==> config.mk <==
export PLATFORM = sky130hd
export DESIGN_NAME = level_starter
export DESIGN_NICKNAME = d
export VERILOG_FILES = /design/src/rtl/level_starter.sv
export SDC_FILE = /design/constraint.sdc
export NUM_CORES = 1
export LEC_CHECK = 0
export CAP_MARGIN = 20
export CORE_MARGIN = 5
export CORE_UTILIZATION = 45
export DETAILED_ROUTE_END_ITERATION = 12
export GPL_TIMING_DRIVEN = 0
export PLACE_DENSITY_LB_ADDON = 0.05
export SETUP_SLACK_MARGIN = 0.4
export SYNTH_ARGS = -nofsm -noshare
export SYNTH_HDL_FRONTEND = slang
export SYNTH_SLANG_ARGS = --single-unit
==> constraint.sdc <==
create_clock -name Clk100M -period 2.52 [get_ports Clk100M]
set_input_delay 0.378 -clock Clk100M [delete_from_list [all_inputs] [get_ports Clk100M]]
set_output_delay 0.378 -clock Clk100M [all_outputs]
set_load 0.1 [all_outputs]
==> src/rtl/level_starter.sv <==
// Game level sequencer: a start request runs an optional 1 Hz countdown and then a level-begin pulse.
// Each newLevel request advances to the next level until the last level completes.
module level_starter #(
    parameter int NUM_LEVELS   = 8,
    parameter int LEVEL_W      = 3,
    parameter int PULSE_CYCLES = 4,
    parameter int COUNTDOWN_S  = 3,
    parameter int RESTART_EN   = 1
) (
    input  logic               Clk100M,
    input  logic               Reset,
    input  logic               Clk1Hz,
    input  logic               start,
    input  logic               newLevel,
    output logic               prelimSig,
    output logic [LEVEL_W-1:0] level,
    output logic [3:0]         secsLeft,
    output logic               started,
    output logic               gameDone
);

    localparam int                 CNT_W      = $clog2(PULSE_CYCLES + 1);
    localparam logic [CNT_W-1:0]   PULSE_LAST = CNT_W'(PULSE_CYCLES);
    localparam logic [LEVEL_W-1:0] LAST_LEVEL = LEVEL_W'(NUM_LEVELS - 1);
    localparam logic [3:0]         SECS_INIT  = 4'(COUNTDOWN_S);

    typedef enum logic [2:0] {
        S_IDLE,
        S_COUNT,
        S_PULSE,
        S_RUN,
        S_DONE
    } state_e;

    state_e               state_q, state_d;
    logic                 prelim_q, prelim_d;
    logic [LEVEL_W-1:0]   level_q, level_d;
    logic [3:0]           secs_q, secs_d;
    logic                 started_q, started_d;
    logic                 done_q, done_d;
    logic [CNT_W-1:0]     pcnt_q, pcnt_d;

    logic start_prev_q, newlevel_prev_q;
    logic sync1_q, sync2_q, sync3_q;

    logic start_ev, newlevel_ev, tick, launch;

    assign start_ev    = start & ~start_prev_q;
    assign newlevel_ev = newLevel & ~newlevel_prev_q;
    // sync2_q is the synchronised Clk1Hz; sync3_q is its previous value for edge detection.
    assign tick        = sync2_q & ~sync3_q;

    always_comb begin
        // NOTE: every variable gets its hold value first so no path leaves it unassigned (no latches).
        state_d   = state_q;
        prelim_d  = prelim_q;
        level_d   = level_q;
        secs_d    = secs_q;
        started_d = started_q;
        done_d    = done_q;
        pcnt_d    = pcnt_q;
        launch    = 1'b0;

        case (state_q)
            S_IDLE: begin
                if (start_ev) begin
                    level_d   = '0;
                    started_d = 1'b1;
                    launch    = 1'b1;
                end
            end
            S_COUNT: begin
                if (tick) begin
                    if (secs_q == 4'd1) begin
                        secs_d  = 4'd0;
                        state_d = S_PULSE;
                    end else begin
                        secs_d = secs_q - 4'd1;
                    end
                end
            end
            S_PULSE: begin
                // The entry cycle is spent low; the pulse then stays high for PULSE_CYCLES cycles.
                if (pcnt_q == PULSE_LAST) begin
                    prelim_d = 1'b0;
                    pcnt_d   = '0;
                    state_d  = S_RUN;
                end else begin
                    prelim_d = 1'b1;
                    pcnt_d   = pcnt_q + CNT_W'(1);
                end
            end
            S_RUN: begin
                if (newlevel_ev) begin
                    if (level_q == LAST_LEVEL) begin
                        done_d  = 1'b1;
                        state_d = S_DONE;
                    end else begin
                        level_d = level_q + LEVEL_W'(1);
                        launch  = 1'b1;
                    end
                end
            end
            S_DONE: begin
                if (start_ev && (RESTART_EN != 0)) begin
                    level_d   = '0;
                    started_d = 1'b1;
                    done_d    = 1'b0;
                    launch    = 1'b1;
                end
            end
            default: state_d = S_IDLE;
        endcase

        if (launch) begin
            secs_d  = SECS_INIT;
            state_d = (COUNTDOWN_S > 0) ? S_COUNT : S_PULSE;
        end
    end

    always_ff @(posedge Clk100M or posedge Reset) begin
        if (Reset) begin
            state_q         <= S_IDLE;
            prelim_q        <= 1'b0;
            level_q         <= '0;
            secs_q          <= '0;
            started_q       <= 1'b0;
            done_q          <= 1'b0;
            pcnt_q          <= '0;
            start_prev_q    <= 1'b0;
            newlevel_prev_q <= 1'b0;
            sync1_q         <= 1'b0;
            sync2_q         <= 1'b0;
            sync3_q         <= 1'b0;
        end else begin
            // NOTE: non-blocking assignments so every register samples pre-edge values.
            state_q         <= state_d;
            prelim_q        <= prelim_d;
            level_q         <= level_d;
            secs_q          <= secs_d;
            started_q       <= started_d;
            done_q          <= done_d;
            pcnt_q          <= pcnt_d;
            start_prev_q    <= start;
            newlevel_prev_q <= newLevel;
            sync1_q         <= Clk1Hz;
            sync2_q         <= sync1_q;
            sync3_q         <= sync2_q;
        end
    end

    assign prelimSig = prelim_q;
    assign level     = level_q;
    assign secsLeft  = secs_q;
    assign started   = started_q;
    assign gameDone  = done_q;

endmodule

==> results.cfg <==
[setup_path]
path_max_fanout = 5
r2r_end = state_q[0]$_DFFE_PP0P_
worstPathCellList = dlygate4sd2_1
start_kind = flip-flop
r2r_cells = 6
criticalPathCategory = flip-flop to output pin
r2r_start = level[0]$_DFFE_PP0P_
crit_required_ns = 2.14
worstSetupEndpointType = output pin
max_stage_delay_ns = 0.87
path_delay_family = buffers and inverters
critPathArrivalTime_ns = 1.61
path_buf_inv = 1
reg2reg_slack_ns = 0.58
cp_slowest_cell = dlygate4sd2_1

[clock_network]
ctsHoldBuffers = 0
cts_setup_buffers = 0
cts_resized = 10
cts_buffers = 3
clockBufferDepth = 2
htreeDepth = 1
clock_sinks = 21
path_clk_slew_ns = 0.12
clk_latency_ns = 0.31
cts_root_buf = clkbuf_4
cts_tree = done

[global_route]
gr-total-overflow = 0
track_usage = 0.113
grt_pass1_wl_um = 2980
grt_pass1_vias = 694
grt_max_degree = 22
antenna_found_initial = 0

[logic_synthesis]
synth_fp_nets = 107
ys_seq_area_frac = 0.489
synth_cells = 96
ys_seq_elements = 21
yosysUniqueCellTypes = 30
syn_area_per_cell_um2 = 11.2
syn-cell-area_um2 = 1070
ys.warnings.count = 0

[routing]
routed_wl_um = 1810
post-route-drc-count = 0
wire_per_inst_um = 12.8
first_pass_iters = 4
vias = 744
drt_iter0_markers = 13
vias_per_cell = 5.24
ant_nets = 0

[hold_path]
hold_end = sync2_q$_DFF_PP0_
worst_hold_path_type = flip-flop to flip-flop
min_path_cells = 0
min-delay-start = sync1_q$_DFF_PP0_

[placed_design]
port_buffers = 14
gp_congestion = 0.743
hpwl_um = 1310

[sta]
final-setup-viol-count = 0
tns_ns = 0
whs_ns = 0.370
tightest_slew_ns = 0.957
rsz0062_at_grt = no
finalClockSkew_ns = 0.00899
max_freq_mhz = 504
slew_headroom = 0.365
fin_crit_sh = 0.787
fin_crit_ns = 1.98
hold_viol = 0
drv_slew = 0

[cells_and_area]
num_antenna_cells = 0
post-route-util = 0.563
drive_gt1_frac = 0.193
synthToLayoutAreaGrowth_pct = 18.2
layout.nets = 126

[die]
ios = 15
die_x_um = 58.9
die-area_um2 = 3470
std_cell_rows = 17
dieHeight_um = 58.9
initial_core_util = 0.477
core_area_um2 = 2250

[flow_run]
max-cap-violations = 0

[pwr]
fin_total_pwr_mw = 1.57
max-vdd-ir-drop_mv = 0.685
leakage_nw = 0.611
power.density_nw_per_um2 = 1230

[run_status]
status = finished clean
[layer usage]
metal  global-route usage  vias up  routed length, µm
met2                0.180       14                795
met4               0.0388        0                 17
met3               0.0461        2                 92
li1                     -      374                  -
met1                0.138      354                906
met5                    0        -                  0
[stage by stage]
stage	setup slack, ns	area (µm²)	cells
after floorplan	0.430	1080	96
after global placement	0.575	1260	138
after detailed placement	0.565	1260	138
after CTS	0.515	1270	142
after global routing	0.465	1270	142
final	0.536	1270	142
[layout by cell type, fill, tap and decap left out, drive strengths merged, types with 2 or more instances in the layout]
cell type / count
mux2i: 3
clkdlybuf4s50: 4
o21ai: 7
nand2: 6
and2b: 2
ha: 6
dfrtp: 21
buf: 2
inv: 10
nor2: 7
clkbuf: 4
a31oi: 2
nand3: 6
dlygate4sd2: 10
nand3b: 2
mux2: 3
nand2b: 2
a211o: 3
nor3b: 2
a21oi: 3
[synth_stat cells]
cell	count	area [µm²]
o32ai_2	1	16.3
nor4b_4	1	23.8
inv_1	10	37.5
nand2b_1	2	12.5
nand3b_2	1	11.3
a31oi_2	1	12.5
mux2_4	1	15.0
mux2_2	2	22.5
nand2_1	5	18.8
and4bb_1	1	12.5
a211o_1	3	26.3
and3b_2	1	10.0
a21o_1	1	7.51
nor3_1	1	5.00
and2b_2	2	17.5
nor3b_1	2	15.0
nand3b_1	1	7.51
nand3_1	6	30.0
nand2_2	1	6.26
a21oi_1	3	15.0
mux2i_1	3	30.0
ha_1	6	75.1
nor2_1	7	26.3
or4b_4	1	13.8
and4_1	1	8.76
buf_6	2	22.5
a31oi_1	1	6.26
o21ai_0	7	35.0
dfrtp_1	21	526
nand4b_1	1	8.76
[cell families (layout without fill, tap and decap cells)]
family | count (synthesis) | after routing | share of synthesized area
simple gates | 34 | 34 | 0.212
flops | 21 | 21 | 0.489
compound gates | 17 | 17 | 0.111
buf+inv | 12 | 30 | 0.0559
fa+ha+maj | 6 | 6 | 0.0698
mux | 6 | 6 | 0.0629
[sequential cells by signal, summed over array words and instances, names as in the netlist, 3 cells and up]
name      cells
secsLeft      4
level         3
pcnt_q        3
state_q       3
[report_power, final]
part           internal [mW]  switching [mW]
combinational          0.292           0.603
clock                 0.0618           0.102
sequential             0.433          0.0732
total                  0.787           0.778
[worst max path at each step]
stage	startpoint	endpoint	slack, ns	cells after the start
4_1_cts	secsLeft[3]$_DFFE_PP0P_	secsLeft[3]	0.52	1
2_1_floorplan	level[0]$_DFFE_PP0P_	state_q[0]$_DFFE_PP0P_	0.43	6
6_report	secsLeft[3]$_DFFE_PP0P_	secsLeft[3]	0.54	1
3_3_place_gp	start	state_q[0]$_DFFE_PP0P_	0.57	5
3_5_place_dp	start	state_q[0]$_DFFE_PP0P_	0.56	5
5_1_grt	secsLeft[3]$_DFFE_PP0P_	secsLeft[3]	0.46	1
[layout make-up]
class / instances / area (µm²)
inverters: 10 / 37.5
plain buffers: 2 / 22.5
flip-flops and latches: 21 / 532
multi-input cells: 63 / 489
fillers: 227 / 985
repair buffers: 14 / 128
well taps: 28 / 35.0
clock buffers: 4 / 26.3
(Power assumes the default switching activity.)
